==> config.mk <==
export PLATFORM = sky130hd
export DESIGN_NAME = int_divider
export DESIGN_NICKNAME = d
export VERILOG_FILES = /design/src/rtl/rv32m_pkg.sv /design/src/rtl/int_divider_div_step.sv /design/src/rtl/int_divider.sv
export SDC_FILE = /design/constraint.sdc
export NUM_CORES = 1
export LEC_CHECK = 0
export CORE_ASPECT_RATIO = 0.7
export CORE_MARGIN = 5
export CORE_UTILIZATION = 60
export CTS_BUF_LIST = sky130_fd_sc_hd__clkbuf_2 sky130_fd_sc_hd__clkbuf_4 sky130_fd_sc_hd__clkbuf_8
export CTS_CLUSTER_DIAMETER = 200
export DETAILED_ROUTE_END_ITERATION = 8
export PLACE_DENSITY = 0.83
export SETUP_SLACK_MARGIN = 0.4
export SLEW_MARGIN = 20
export SYNTH_ARGS = -nofsm -noshare
export SYNTH_HDL_FRONTEND = slang
export SYNTH_SLANG_ARGS = --single-unit
==> constraint.sdc <==
create_clock -name clk -period 7 [get_ports clk]
set_input_delay 1.4 -clock clk [delete_from_list [all_inputs] [get_ports clk]]
set_output_delay 1.4 -clock clk [all_outputs]
set_load 0.02 [all_outputs]
==> src/rtl/rv32m_pkg.sv <==
// Shared RV32M divide definitions.
// Op encodings, divider FSM states and datapath width.
package rv32m_pkg;

  localparam int XLEN = 32;

  typedef enum logic [1:0] {
    OP_DIV  = 2'b00,
    OP_DIVU = 2'b01,
    OP_REM  = 2'b10,
    OP_REMU = 2'b11
  } op_e;

  typedef enum logic [1:0] {
    IDLE = 2'b00,
    CALC = 2'b01,
    FIX  = 2'b10
  } state_e;

endpackage

==> src/rtl/int_divider_div_step.sv <==
// One restoring radix-2 division iteration.
// Shifts in one dividend bit, trial-subtracts the divisor.
module div_step
  import rv32m_pkg::*;
#(
  parameter int W = XLEN
) (
  input  logic [W-1:0] rem_i,
  input  logic         dvd_msb_i,
  input  logic [W-1:0] dvs_i,
  output logic [W-1:0] rem_o,
  output logic         q_o
);

  logic [W:0] shifted;
  logic [W:0] trial;

  // Keep the full W+1-bit shifted remainder so large divisors never lose a bit.
  always_comb begin
    shifted = {rem_i, dvd_msb_i};
    trial   = shifted - {1'b0, dvs_i};
    q_o     = ~trial[W];
    rem_o   = q_o ? trial[W-1:0] : shifted[W-1:0];
  end

endmodule

==> src/rtl/int_divider.sv <==
// Sequential RV32M divider: DIV/DIVU/REM/REMU.
// Restoring radix-2, one quotient bit per cycle.
module int_divider
  import rv32m_pkg::*;
#(
  parameter int XLEN = rv32m_pkg::XLEN
) (
  input  logic            clk,
  input  logic            rst_n,
  input  logic            start,
  input  logic [1:0]      op,
  input  logic [XLEN-1:0] a,
  input  logic [XLEN-1:0] b,
  output logic            busy,
  output logic            done,
  output logic [XLEN-1:0] y
);

  localparam logic [5:0] LAST = 6'(XLEN - 1);
  localparam logic [XLEN-1:0] MIN_NEG = {1'b1, {(XLEN-1){1'b0}}};

  state_e state_q, state_d;

  logic [1:0]      op_q, op_d;
  logic [XLEN-1:0] dvd_q, dvd_d;
  logic [XLEN-1:0] dvs_q, dvs_d;
  logic [XLEN-1:0] rem_q, rem_d;
  logic [5:0]      cnt_q, cnt_d;
  logic            qneg_q, qneg_d;
  logic            rneg_q, rneg_d;
  logic [XLEN-1:0] y_q, y_d;
  logic            done_q, done_d;

  logic            signed_op;
  logic            a_neg;
  logic            b_neg;
  logic [XLEN-1:0] a_mag;
  logic [XLEN-1:0] b_mag;
  logic            div0;
  logic            ovf;
  logic            special;

  logic [XLEN-1:0] step_rem;
  logic            step_q;
  logic [XLEN-1:0] quo_fix;
  logic [XLEN-1:0] rem_fix;

  div_step #(
    .W(XLEN)
  ) u_step (
    .rem_i    (rem_q),
    .dvd_msb_i(dvd_q[XLEN-1]),
    .dvs_i    (dvs_q),
    .rem_o    (step_rem),
    .q_o      (step_q)
  );

  // Operand decode: magnitudes, signs and the two bypass cases.
  always_comb begin
    signed_op = (op == OP_DIV) || (op == OP_REM);
    a_neg     = signed_op & a[XLEN-1];
    b_neg     = signed_op & b[XLEN-1];
    a_mag     = a_neg ? (~a + 1'b1) : a;
    b_mag     = b_neg ? (~b + 1'b1) : b;
    div0      = (b == '0);
    ovf       = signed_op && (a == MIN_NEG) && (b == '1);
    special   = div0 | ovf;
    quo_fix   = qneg_q ? (~dvd_q + 1'b1) : dvd_q;
    rem_fix   = rneg_q ? (~rem_q + 1'b1) : rem_q;
  end

  // State register.
  always_ff @(posedge clk or negedge rst_n) begin
    if (!rst_n) begin
      state_q <= IDLE;
    end else begin
      state_q <= state_d;
    end
  end

  // Next-state: specials skip straight to FIX.
  always_comb begin
    state_d = state_q;
    unique case (state_q)
      IDLE: begin
        if (start) begin
          state_d = special ? FIX : CALC;
        end
      end
      CALC: begin
        if (cnt_q == LAST) begin
          state_d = FIX;
        end
      end
      FIX:     state_d = IDLE;
      default: state_d = IDLE;
    endcase
  end

  // Outputs: busy from state, done registered from the FIX state.
  always_comb begin
    busy   = (state_q != IDLE);
    done_d = (state_q == FIX);
    done   = done_q;
    y      = y_q;
  end

  // Datapath next values: accept, iterate, then fix up signs.
  always_comb begin
    op_d   = op_q;
    dvd_d  = dvd_q;
    dvs_d  = dvs_q;
    rem_d  = rem_q;
    cnt_d  = cnt_q;
    qneg_d = qneg_q;
    rneg_d = rneg_q;
    y_d    = y_q;
    unique case (state_q)
      IDLE: begin
        if (start) begin
          op_d  = op;
          cnt_d = '0;
          if (div0) begin
            dvd_d  = '1;
            dvs_d  = b;
            rem_d  = a;
            qneg_d = 1'b0;
            rneg_d = 1'b0;
          end else if (ovf) begin
            dvd_d  = MIN_NEG;
            dvs_d  = b;
            rem_d  = '0;
            qneg_d = 1'b0;
            rneg_d = 1'b0;
          end else begin
            dvd_d  = a_mag;
            dvs_d  = b_mag;
            rem_d  = '0;
            qneg_d = a_neg ^ b_neg;
            rneg_d = a_neg;
          end
        end
      end
      CALC: begin
        rem_d = step_rem;
        dvd_d = {dvd_q[XLEN-2:0], step_q};
        cnt_d = cnt_q + 6'd1;
      end
      FIX: begin
        y_d = op_q[1] ? rem_fix : quo_fix;
      end
      default: begin
        op_d = op_q;
      end
    endcase
  end

  // Datapath and result registers.
  always_ff @(posedge clk or negedge rst_n) begin
    if (!rst_n) begin
      op_q   <= '0;
      dvd_q  <= '0;
      dvs_q  <= '0;
      rem_q  <= '0;
      cnt_q  <= '0;
      qneg_q <= 1'b0;
      rneg_q <= 1'b0;
      y_q    <= '0;
      done_q <= 1'b0;
    end else begin
      op_q   <= op_d;
      dvd_q  <= dvd_d;
      dvs_q  <= dvs_d;
      rem_q  <= rem_d;
      cnt_q  <= cnt_d;
      qneg_q <= qneg_d;
      rneg_q <= rneg_d;
      y_q    <= y_d;
      done_q <= done_d;
    end
  end

endmodule

==> key figures, run 1 <==
Status
  – Run status: completed

Timing
  – Count of pins over their slew limit: 0
  – RSZ-0062 raised after global routing: false
  – Slew headroom: 27.6%
  – Fmax achieved: 211 MHz
  – Setup violators final: 0
  – Setup ws final: 2.25 ns
  – Final Hold Viols: 0
  – Setup TNS: 0 ns
  – Tmin final: 4.75 ns
  – Crit share post-route: approximately two thirds
  – Clock skew: 0.0181 ns
  – Worst-margin pin slew: 1.08 ns

Global route
  – Busiest grt layer: met2
  – M3 GR Usage: 7.24%
  – Initial antenna violation count: 0
  – First-pass GRT wire length: 52300 µm
  – Number of global-route vias before repair: 10208
  – GR Util All Layers: 31.1%
  – GR Util met2: 48.1%
  – M1 GR Usage: 44.5%
  – Overflow after GRT: 0
  – Largest net degree at the start of global routing: 100

Route
  – Wirelength per Cell: 19.1 µm
  – Average vias per placed instance: 6.50
  – Via count: around 11000
  – DRC viols: 0
  – First-pass iteration count of the detailed router: 6
  – Routed Antenna Nets: 0
  – Initial drt markers: 1295
  – Final wirelength: 32300 µm

CTS
  – Setup bufs post-CTS: 0
  – Num CTS Buffers: 17
  – Clock latency on the worst-skew pair: 0.46 ns
  – H-tree depth: 4
  – CTS clk-pin slew, worst paths: 0.09 ns
  – Clk sink count: 140
  – Root Driver: clkbuf_8
  – TritonCTS clock tree: done
  – Clock Tree Buf Depth: 2
  – CTS resizes: 0
  – Hold buffers post-CTS: 0

Placement
  – Placed cell areas: 12100 µm²
  – DP HPWL: 23900 µm
  – IO buf count: 102
  – Setup slack at placement: approximately 2 ns
  – GP Congestion: around 0.95

Pwr
  – Combinational share of power: between 60% and 70%
  – Pwr Density: 538 nW/µm²
  – Pleak: approximately 0.0051 µW
  – Int Power: 3300 µW
  – Sw Share: 50.7%
  – Sequential share of power: between 20% and 30%
  – Net Sw Power: 3400 µW
  – Worst IR Drop VDD: 409 µV
  – Total power: 6700 µW
  – Clock power frac: around 10%

Yosys
  – Ys Warns: 0
  – Synth top area cells: dfrtp_1 32%, o21ai_0 7.8%, nand2_1 7.1%
  – Mean area per synthesized cell: about 7.9 µm²
  – Syn nets: 1491
  – Async set or reset register ratio after synthesis: 100%
  – Leading area contributor after synthesis: dfrtp_1
  – Adder-cell share of the synthesized area: under 10%
  – Xor/xnor share of the synthesized area: 11.3%
  – Syn Inst Count: 1383
  – Yosys cell types: 69
  – Synth Area in Simple Gates: 20.1%
  – Netlist Area Pre-Place: 10900 µm²
  – Mux cell area share after synthesis: 1.22%
  – Number of flops mapped to enable cells by yosys: 0
  – Compound-cell area share of the yosys netlist: 26.1%
  – Synth top area share: roughly 32%
  – Sequential area share after synthesis: 32.2%
  – Seq cells post-synth: 140
  – Post-synth top flop: dfrtp_1
  – Largest family of logic cells by synthesized area: compound AO/OA/AOI/OAI gates

Run
  – Max-cap violations: 0

Worst setup path
  – CP most frequent cell: buf_4
  – Setup crit start kind: input pin
  – CP max stage delay: around 0.73 ns
  – Setup crit end kind: register
  – CP top delay family: simple AND/OR/NAND/NOR gates
  – Worst-path cell chain: clkdlybuf4s50_1 -> nor4_1 -> nand3_1 -> nor3_1 -> nand2_1 -> nor4_2 -> buf_4 -> nor2_2 -> buf_4 -> a311oi_1 -> a22o_1 -> a211oi_1
  – Worst endpoint required time: 7.34 ns
  – Kind of critical path: in -> reg
  – Critical path's slowest cell: nor4_1
  – Critical path peak fanout: 27
  – Worst EP arrival: 5.09 ns
  – CP Buf/Inv Count: 3

Layout
  – Final instance area: 12400 µm²
  – Share of cells above drive strength 1: 5.43%
  – Most frequent cells in the layout: 204 x nand2_1, 169 x o21ai_0, 140 x dfrtp_1
  – N_diodes: 0
  – Layout area overhead: 14.4%
  – Commonest non-fill, non-tap cell in the layout: nand2_1
  – Final #Nets: about 1600

Worst hold path
  – Hold Crit Class: reg -> reg

Die
  – Die span in y: around 120 µm
  – Core Area: 17900 µm²
  – Die area: about 21000 µm²
  – Die width: between 150 and 200 µm
  – Row count: 41
  – Starting Density: about three fifths
  – IO Pins: 103
==> flip-flops by register name (all words and copies together), names as in the netlist <==
| register | cells |
|---|---|
| cnt_q | 6 |
| op_q | 1 |
| y | 32 |
| done | 1 |
| qneg_q | 1 |
| dvs_q | 32 |
| rneg_q | 1 |
| dvd_q | 32 |
| state_q | 2 |
| rem_q | 32 |
==> routing by layer <==
metal  share of wire, %  vias to the layer above
met2                 45                      539
met4                2.0                        0
met1                 43                     5261
li1                   -                     5135
met3                9.9                       58
met5                  0                        -
==> kinds of logic after synthesis <==
| family | count (synthesis) |
|---|---|
| fa+ha+maj | 39 |
| buf+inv | 130 |
| flops | 140 |
| compound gates | 458 |
| mux | 13 |
| xor+xnor | 140 |
| simple gates | 463 |
==> worst min-delay path, stage by stage (launching register included) <==
cell	delay (ns)
dfrtp_1	0.35
nand2_1	0.04
o21ai_0	0.06
==> final timing paths <==
kind / startpoint / end / slack (ns) / depth (start not counted)
worst min register to register: dvs_q[9]$_DFFE_PN0P_ / dvs_q[9]$_DFFE_PN0P_ / 0.49 / 2
worst max register to register: dvd_q[31]$_DFFE_PN0P_ / rem_q[28]$_DFFE_PN0P_ / 2.64 / 13
min in group asynchronous: rst_n / rem_q[31]$_DFFE_PN0P_ / 1.04 / 1
worst min-delay path: dvs_q[9]$_DFFE_PN0P_ / dvs_q[9]$_DFFE_PN0P_ / 0.49 / 2
max in group asynchronous: rst_n / rem_q[5]$_DFFE_PN0P_ / 4.89 / 2
worst max-delay path: a[2] / rem_q[27]$_DFFE_PN0P_ / 2.25 / 12
==> through the flow <==
step | hold WS (ns) | util (%) | instances
2_1_floorplan | 0.446 | - | 1383
3_3_place_gp | 0.464 | 67.3 | 1659
3_5_place_dp | 0.470 | 67.3 | 1659
4_1_cts | 0.488 | 69.5 | 1691
5_1_grt | 0.509 | 69.5 | 1691
6_report | 0.486 | 69.5 | 1691
==> final cells by class <==
cell class,instances,area (µm²)
well taps,236,295
repair buffers,118,1140
flip-flops and latches,140,3500
clock inverters,14,145
clock buffers,18,241
multi-input cells,1113,6920
fillers,1461,5460
inverters,52,195
==> power groups by stage <==
stage               Clock [µW]  Sequential, µW  Combinational [µW]
floorplan                    0            1630                3110
global placement             0            1670                4110
detailed placement           0            1700                4220
CTS                        674            1680                4250
global route               712            1750                4810
finish                     673            1700                4330
==> synthesized netlist by cell type, drive strengths merged (9+ instances only) <==
cell type,n
nand4,21
a31oi,32
o41ai,16
nand2,206
mux2i,11
nand3,33
or3,14
o21ai,184
a21oi,81
or4,12
nor2,79
a21o,16
a221oi,23
xnor2,59
dfrtp,140
o22ai,9
inv,52
o31ai,31
o211ai,9
nor4,14
clkbuf,70
ha,38
xor2,81
nand2b,9
nor3,30
nor2b,11
(Power assumes the default switching activity.)
==> inputs of run 2 (changes only) <==
clock period = 5 ns   (was 7 ns; I/O delays follow)
==> run 2 against run 1 <==
Final area rose by 0.59%. Register-to-register slack got worse by 1.7 ns. Critical path depth did not move. Largest power group unchanged. Highest routed layer is now met5. Non-clock buffer count rose by 5.
==> key figures, run 2 (synthesis results as in run 1) <==
Placement
  – DP HPWL: 24100 µm (+0.98%)
  – Placed cell areas: 12100 µm² (+0.31%)
  – IO buf count: 102 (unchanged)
  – GP Congestion: 0.949 (-0.22%)

Timing
  – Count of pins over their slew limit: 0 (unchanged)
  – RSZ-0062 raised after global routing: false
  – Final Hold Viols: 0 (unchanged)
  – Slew headroom: 25.5% (-2.1 points)
  – Setup violators final: 0 (unchanged)
  – Crit share post-route: 81.0%
  – Setup TNS: 0 ns (unchanged)
  – Tmin final: 4.05 ns
  – Worst-margin pin slew: 1.12 ns (+0.0355 ns)
  – Fmax achieved: 247 MHz
  – Clock skew: 0.0150 ns (-0.00317 ns)

Pwr
  – Clock power frac: 10.6% (+0.6 points)
  – Pwr Density: 759 nW/µm² (+41%)
  – Pleak: 0.00516 µW (+0.64%)
  – Combinational share of power: 64.3% (-0.3 points)
  – Net Sw Power: 4780 µW (+41%)
  – Worst IR Drop VDD: 431 µV (+5.5%)
  – Sw Share: 50.4% (-0.34 points)
  – Int Power: 4710 µW (+43%)
  – Sequential share of power: 25.1% (-0.3 points)

Layout
  – Final #Nets: 1555 (+0.32%)
  – Most frequent cells in the layout: 204 x nand2_1, 169 x o21ai_0, 140 x dfrtp_1
  – Commonest non-fill, non-tap cell in the layout: nand2_1
  – N_diodes: 0 (unchanged)
  – Final instance area: 12500 µm² (+0.59%)
  – Filler Cells Inserted: 1469 (+0.55%)
  – Reg area: 3500 µm² (unchanged)
  – Area of the multi-input gates: 6920 µm² (unchanged)
  – Share of cells above drive strength 1: 5.75% (+0.32 points)
  – Layout area overhead: 15.1%

CTS
  – Hold buffers post-CTS: 0 (unchanged)
  – Root Driver: clkbuf_8
  – TritonCTS clock tree: done
  – Num CTS Buffers: 17 (unchanged)
  – Clock latency on the worst-skew pair: 0.47 ns (about the same)
  – CTS resizes: 0 (unchanged)
  – CTS clk-pin slew, worst paths: 0.08 ns (about the same)
  – H-tree depth: 4 (unchanged)
  – Setup bufs post-CTS: 0 (unchanged)
  – Clk sink count: 140 (unchanged)
  – Clock Tree Buf Depth: 2 (unchanged)

Die
  – Row count: 41 (unchanged)
  – Die span in y: 123 µm (unchanged)
  – Starting Density: 60.7% (unchanged)
  – IO Pins: 103 (unchanged)
  – Die width: 171 µm (unchanged)
  – Die area: 21000 µm² (unchanged)
  – Core Area: 17900 µm² (unchanged)

Global route
  – Initial antenna violation count: 1 (+1)
  – Largest net degree at the start of global routing: 82 (-18%)
  – Number of global-route vias before repair: 10144 (-0.63%)
  – GR Util All Layers: 31.1% (about the same)
  – First-pass GRT wire length: 52000 µm (-0.57%)
  – Overflow after GRT: 0 (unchanged)

Route
  – Routed Antenna Nets: 0 (unchanged)
  – Average vias per placed instance: 6.46 (-0.60%)
  – Initial drt markers: 1267 (-2.2%)
  – DRC viols: 0 (unchanged)
  – Via count: 10959 (-0.31%)
  – First-pass iteration count of the detailed router: 7 (+1)
  – Final wirelength: 32300 µm (about the same)
  – Wirelength per Cell: 19.1 µm (-0.20%)

Worst setup path
  – Critical path peak fanout: 14 (-48%)
  – Setup crit end kind: register
  – Worst EP arrival: 4.44 ns (-0.65 ns)
  – Critical path origin: dvd_q[31]$_DFFE_PN0P_
  – Setup crit start kind: register
  – Worst reg2reg path depth: 12 (-1)
  – Reg2reg setup slack: 0.95 ns (-1.69 ns)
  – Worst endpoint required time: 5.39 ns (-1.95 ns)
  – End of the worst register-to-register path: rem_q[19]$_DFFE_PN0P_
  – R2r startpoint: dvd_q[31]$_DFFE_PN0P_
  – Critical Path Sink: rem_q[19]$_DFFE_PN0P_
  – Kind of critical path: reg -> reg

Status
  – Run status: completed

Worst hold path
  – Hold Crit Class: reg -> reg

Run
  – Max-cap violations: 0 (unchanged)
[run 2: layout make-up]
type	instances	share of cell area [%]
flip-flops and latches	140	28.0
multi-input cells	1113	55.3
repair buffers	123	9.43
clock buffers	19	2.04
inverters	52	1.56
clock inverters	13	1.34
well taps	236	2.36
[run 2: worst max-delay path, stage by stage (launching register included)]
cell	delay, ns
dfrtp_1	0.37
inv_1	0.18
ha_1	0.27
fa_1	0.40
nor2b_1	0.24
o2111ai_1	0.18
a31oi_1	0.38
o211ai_1	0.29
and4_1	0.33
o21ai_0	0.29
nand2_1	0.46
o31a_1	0.43
a31oi_1	0.15
[run 2: power groups by stage]
| stage | sequential, µW | clock [µW] | combinational [µW] |
|---|---|---|---|
| 2_1_floorplan | 2290 | 0 | 4360 |
| 3_3_place_gp | 2350 | 0 | 5780 |
| 3_5_place_dp | 2380 | 0 | 5950 |
| 4_1_cts | 2360 | 1010 | 6010 |
| 5_1_grt | 2460 | 1070 | 6730 |
| 6_report | 2380 | 1010 | 6100 |
[run 2: per-stage QoR]
stage / setup slack [ns] / hold slack, ns / util (%) / total power [µW] / instances
after global placement: 0.936 / 0.465 / 67.5 / 8130 / 1664
after floorplan: 1.52 / 0.446 / - / 6650 / 1383
after CTS: 1.15 / 0.490 / 69.9 / 9380 / 1696
after detailed placement: 0.754 / 0.471 / 67.5 / 8320 / 1664
final: 0.949 / 0.485 / 69.9 / 9490 / 1696
after global routing: 0.757 / 0.515 / 69.9 / 10300 / 1696
[run 2: layer usage]
layer / share of wire [%] / GRT usage [%]
met5: 0.040 / 0
met4: 2.9 / 10.9
met3: 9.6 / 7.12
met2: 44 / 47.2
met1: 43 / 44.0
[run 2: worst min-delay path by stage]
stage                               start                     to  cells past startpoint
CTS                     y[19]$_DFFE_PN0P_      y[19]$_DFFE_PN0P_                      2
global placement        y[26]$_DFFE_PN0P_      y[26]$_DFFE_PN0P_                      2
finish                  y[22]$_DFFE_PN0P_      y[22]$_DFFE_PN0P_                      2
global route                        rst_n      y[28]$_DFFE_PN0P_                      1
detailed placement  dvs_q[11]$_DFFE_PN0P_  dvs_q[11]$_DFFE_PN0P_                      2
floorplan            cnt_q[5]$_DFFE_PN0P_   cnt_q[5]$_DFFE_PN0P_                      1
==> inputs of run 3 (changes only) <==
clock period = 4.25 ns   (was 5 ns; I/O delays follow)
==> run 3 against run 2 <==
Clock power is 28% higher. Sequential share of layout area is 0.37 points lower. Clock-buffer cell count is 1 lower. Cell count is 0.59% higher. Combinational power is 19% higher. Sequential cell count stayed put. Via count is 0.72% higher. Die area stayed put. Maximum frequency is 13% higher.
==> key figures, run 3 (synthesis results as in run 1) <==
Status
  – Run status: completed

Route
  – First-pass iteration count of the detailed router: 6 (-1)
  – Routed Antenna Nets: 0 (unchanged)
  – Initial drt markers: 1438 (+13%)
  – Average vias per placed instance: 6.47 (+0.13%)
  – DRC viols: 0 (unchanged)
  – Final wirelength: 32300 µm (about the same)
  – Via count: 11038 (+0.72%)
  – Wirelength per Cell: 19.0 µm (-0.54%)

Worst setup path
  – Worst endpoint required time: 4.65 ns (-0.74 ns)
  – Worst-path cell chain: ha_1 -> and2_1 -> nand3_1 -> nor4_1 -> o211ai_1 -> and4_1 -> o21ai_0 -> buf_4 -> nand2_4 -> o31a_1 -> a31oi_1
  – Kind of critical path: reg -> reg
  – Worst EP arrival: 3.98 ns (-0.46 ns)
  – Critical path peak fanout: 14 (unchanged)
  – CP max stage delay: 0.49 ns (+0.03 ns)
  – CP Buf/Inv Count: 1 (unchanged)
  – Setup crit start kind: register
  – Critical path's slowest cell: dfrtp_1
  – Setup crit end kind: register
  – CP top delay family: simple AND/OR/NAND/NOR gates

Layout
  – Most frequent cells in the layout: 203 x nand2_1, 169 x o21ai_0, 140 x dfrtp_1
  – Commonest non-fill, non-tap cell in the layout: nand2_1
  – Layout area overhead: 16.7%
  – Share of cells above drive strength 1: 6.60% (+0.85 points)
  – Final cell count without fillers: 1706 (+0.59%)
  – Filler Cells Inserted: 1436 (-2.2%)
  – Final #Nets: 1565 (+0.64%)
  – N_diodes: 0 (unchanged)

Worst hold path
  – Hold Crit Class: in -> async

Pwr
  – Combinational share of power: 64.0% (-0.3 points)
  – Net Sw Power: 5670 µW (+19%)
  – Sw Share: 50.0% (-0.39 points)
  – Pwr Density: 895 nW/µm² (+18%)
  – Sequential share of power: 24.6% (-0.5 points)
  – Clock power frac: 11.3% (+0.7 points)
  – Int Power: 5680 µW (+20%)
  – Worst IR Drop VDD: 545 µV (+26%)
  – Pleak: 0.00524 µW (+1.5%)

Global route
  – Initial antenna violation count: 0 (-1)
  – Number of global-route vias before repair: 10342 (+2.0%)
  – Largest net degree at the start of global routing: 94 (+15%)
  – Overflow after GRT: 0 (unchanged)
  – GR Util All Layers: 31.1% (about the same)
  – First-pass GRT wire length: 52400 µm (+0.69%)

Timing
  – Clock skew: 0.00857 ns (-0.00638 ns)
  – Crit share post-route: 84.2% (+3.1 points)
  – Count of pins over their slew limit: 0 (unchanged)
  – RSZ-0062 raised after global routing: false
  – Worst-margin pin slew: 1.05 ns (-0.0671 ns)
  – Slew headroom: 28.1% (+2.7 points)
  – Tmin final: 3.58 ns (-0.474 ns)
  – Final Hold Viols: 0 (unchanged)
  – Setup violators final: 0 (unchanged)
  – Setup TNS: 0 ns (unchanged)
  – Fmax achieved: 280 MHz (+13%)
  – Setup ws final: 0.673 ns (-0.276 ns)

Run
  – Max-cap violations: 0 (unchanged)

Placement
  – Dpl cells: 1674 (+0.60%)
  – Setup slack at placement: 0.208 ns (-0.545 ns)
  – DP HPWL: 24000 µm (-0.27%)
  – IO buf count: 102 (unchanged)
  – GP Congestion: 0.941 (-0.80%)

CTS
  – Root Driver: clkbuf_8
  – Setup bufs post-CTS: 0 (unchanged)
  – Num CTS Buffers: 17 (unchanged)
  – Hold buffers post-CTS: 0 (unchanged)
  – H-tree depth: 4 (unchanged)
  – Clock latency on the worst-skew pair: 0.47 ns (about the same)
  – CTS clk-pin slew, worst paths: 0.09 ns (about the same)
  – Clk sink count: 140 (unchanged)
  – TritonCTS clock tree: done
  – Clock Tree Buf Depth: 2 (unchanged)

Die
  – Row count: 41 (unchanged)
  – Starting Density: 60.7% (unchanged)
  – Die span in y: 123 µm (unchanged)
  – IO Pins: 103 (unchanged)
  – Die area: 21000 µm² (unchanged)
  – Core Area: 17900 µm² (unchanged)
  – Die width: 171 µm (unchanged)
## run 3: power groups by stage
| stage | Clock, µW | Sequential [µW] | Combinational [µW] |
|---|---|---|---|
| 2_1_floorplan | 0 | 2690 | 5130 |
| 3_3_place_gp | 0 | 2760 | 6860 |
| 3_5_place_dp | 0 | 2790 | 7040 |
| 4_1_cts | 1300 | 2760 | 7110 |
| 5_1_grt | 1350 | 2880 | 8040 |
| 6_report | 1290 | 2800 | 7270 |
## run 3: what timing repair did
item	CTS	global route
setup endpoints to repair	3	15
resized for setup	1	4
gates cloned	0	0
## run 3: worst reg2reg max path, cell delays in order (launching register included)
cell      delay [ns]
dfrtp_1         0.49
ha_1            0.43
and2_1          0.22
nand3_1         0.12
nor4_1          0.42
o211ai_1        0.36
and4_1          0.33
o21ai_0         0.21
buf_4           0.27
nand2_4         0.18
o31a_1          0.32
a31oi_1         0.15
## run 3: worst paths after layout
path,slack (ns),start,to,cells after the start
worst max-delay path,0.67,rem_q[14]$_DFFE_PN0P_,rem_q[19]$_DFFE_PN0P_,11
worst min-delay path,0.42,rst_n,dvs_q[30]$_DFFE_PN0P_,1
worst max register to register,0.67,rem_q[14]$_DFFE_PN0P_,rem_q[19]$_DFFE_PN0P_,11
worst min register to register,0.48,y[24]$_DFFE_PN0P_,y[24]$_DFFE_PN0P_,2
max in group asynchronous,2.82,rst_n,dvs_q[24]$_DFFE_PN0P_,2
min in group clk,0.48,y[24]$_DFFE_PN0P_,y[24]$_DFFE_PN0P_,2
## run 3: routing by layer
metal  share of wire [%]  global-route usage (%)
met2                  45                    48.1
met5                   0                       0
met1                  44                    44.3
met4                 2.0                    9.65
met3                 9.6                    6.50
## run 3: final cells by class
class                   count  area (µm²)  area share [%]
clock buffers              18         248            1.95
clock inverters            14         216            1.71
inverters                  52         195            1.54
multi-input cells        1113        6950            54.8
flip-flops and latches    140        3500            27.6
well taps                 236         295            2.33
repair buffers            133        1280            10.1
## run 3: per-stage QoR
step / area (µm²) / hold slack, ns / util (%) / power, µW
after floorplan: 10900 / 0.446 / - / 7820
after global routing: 12700 / 0.503 / 70.8 / 12300
final: 12700 / 0.421 / 70.8 / 11300
after CTS: 12700 / 0.479 / 70.7 / 11200
after global placement: 12200 / 0.465 / 68.1 / 9620
after detailed placement: 12200 / 0.469 / 68.1 / 9830
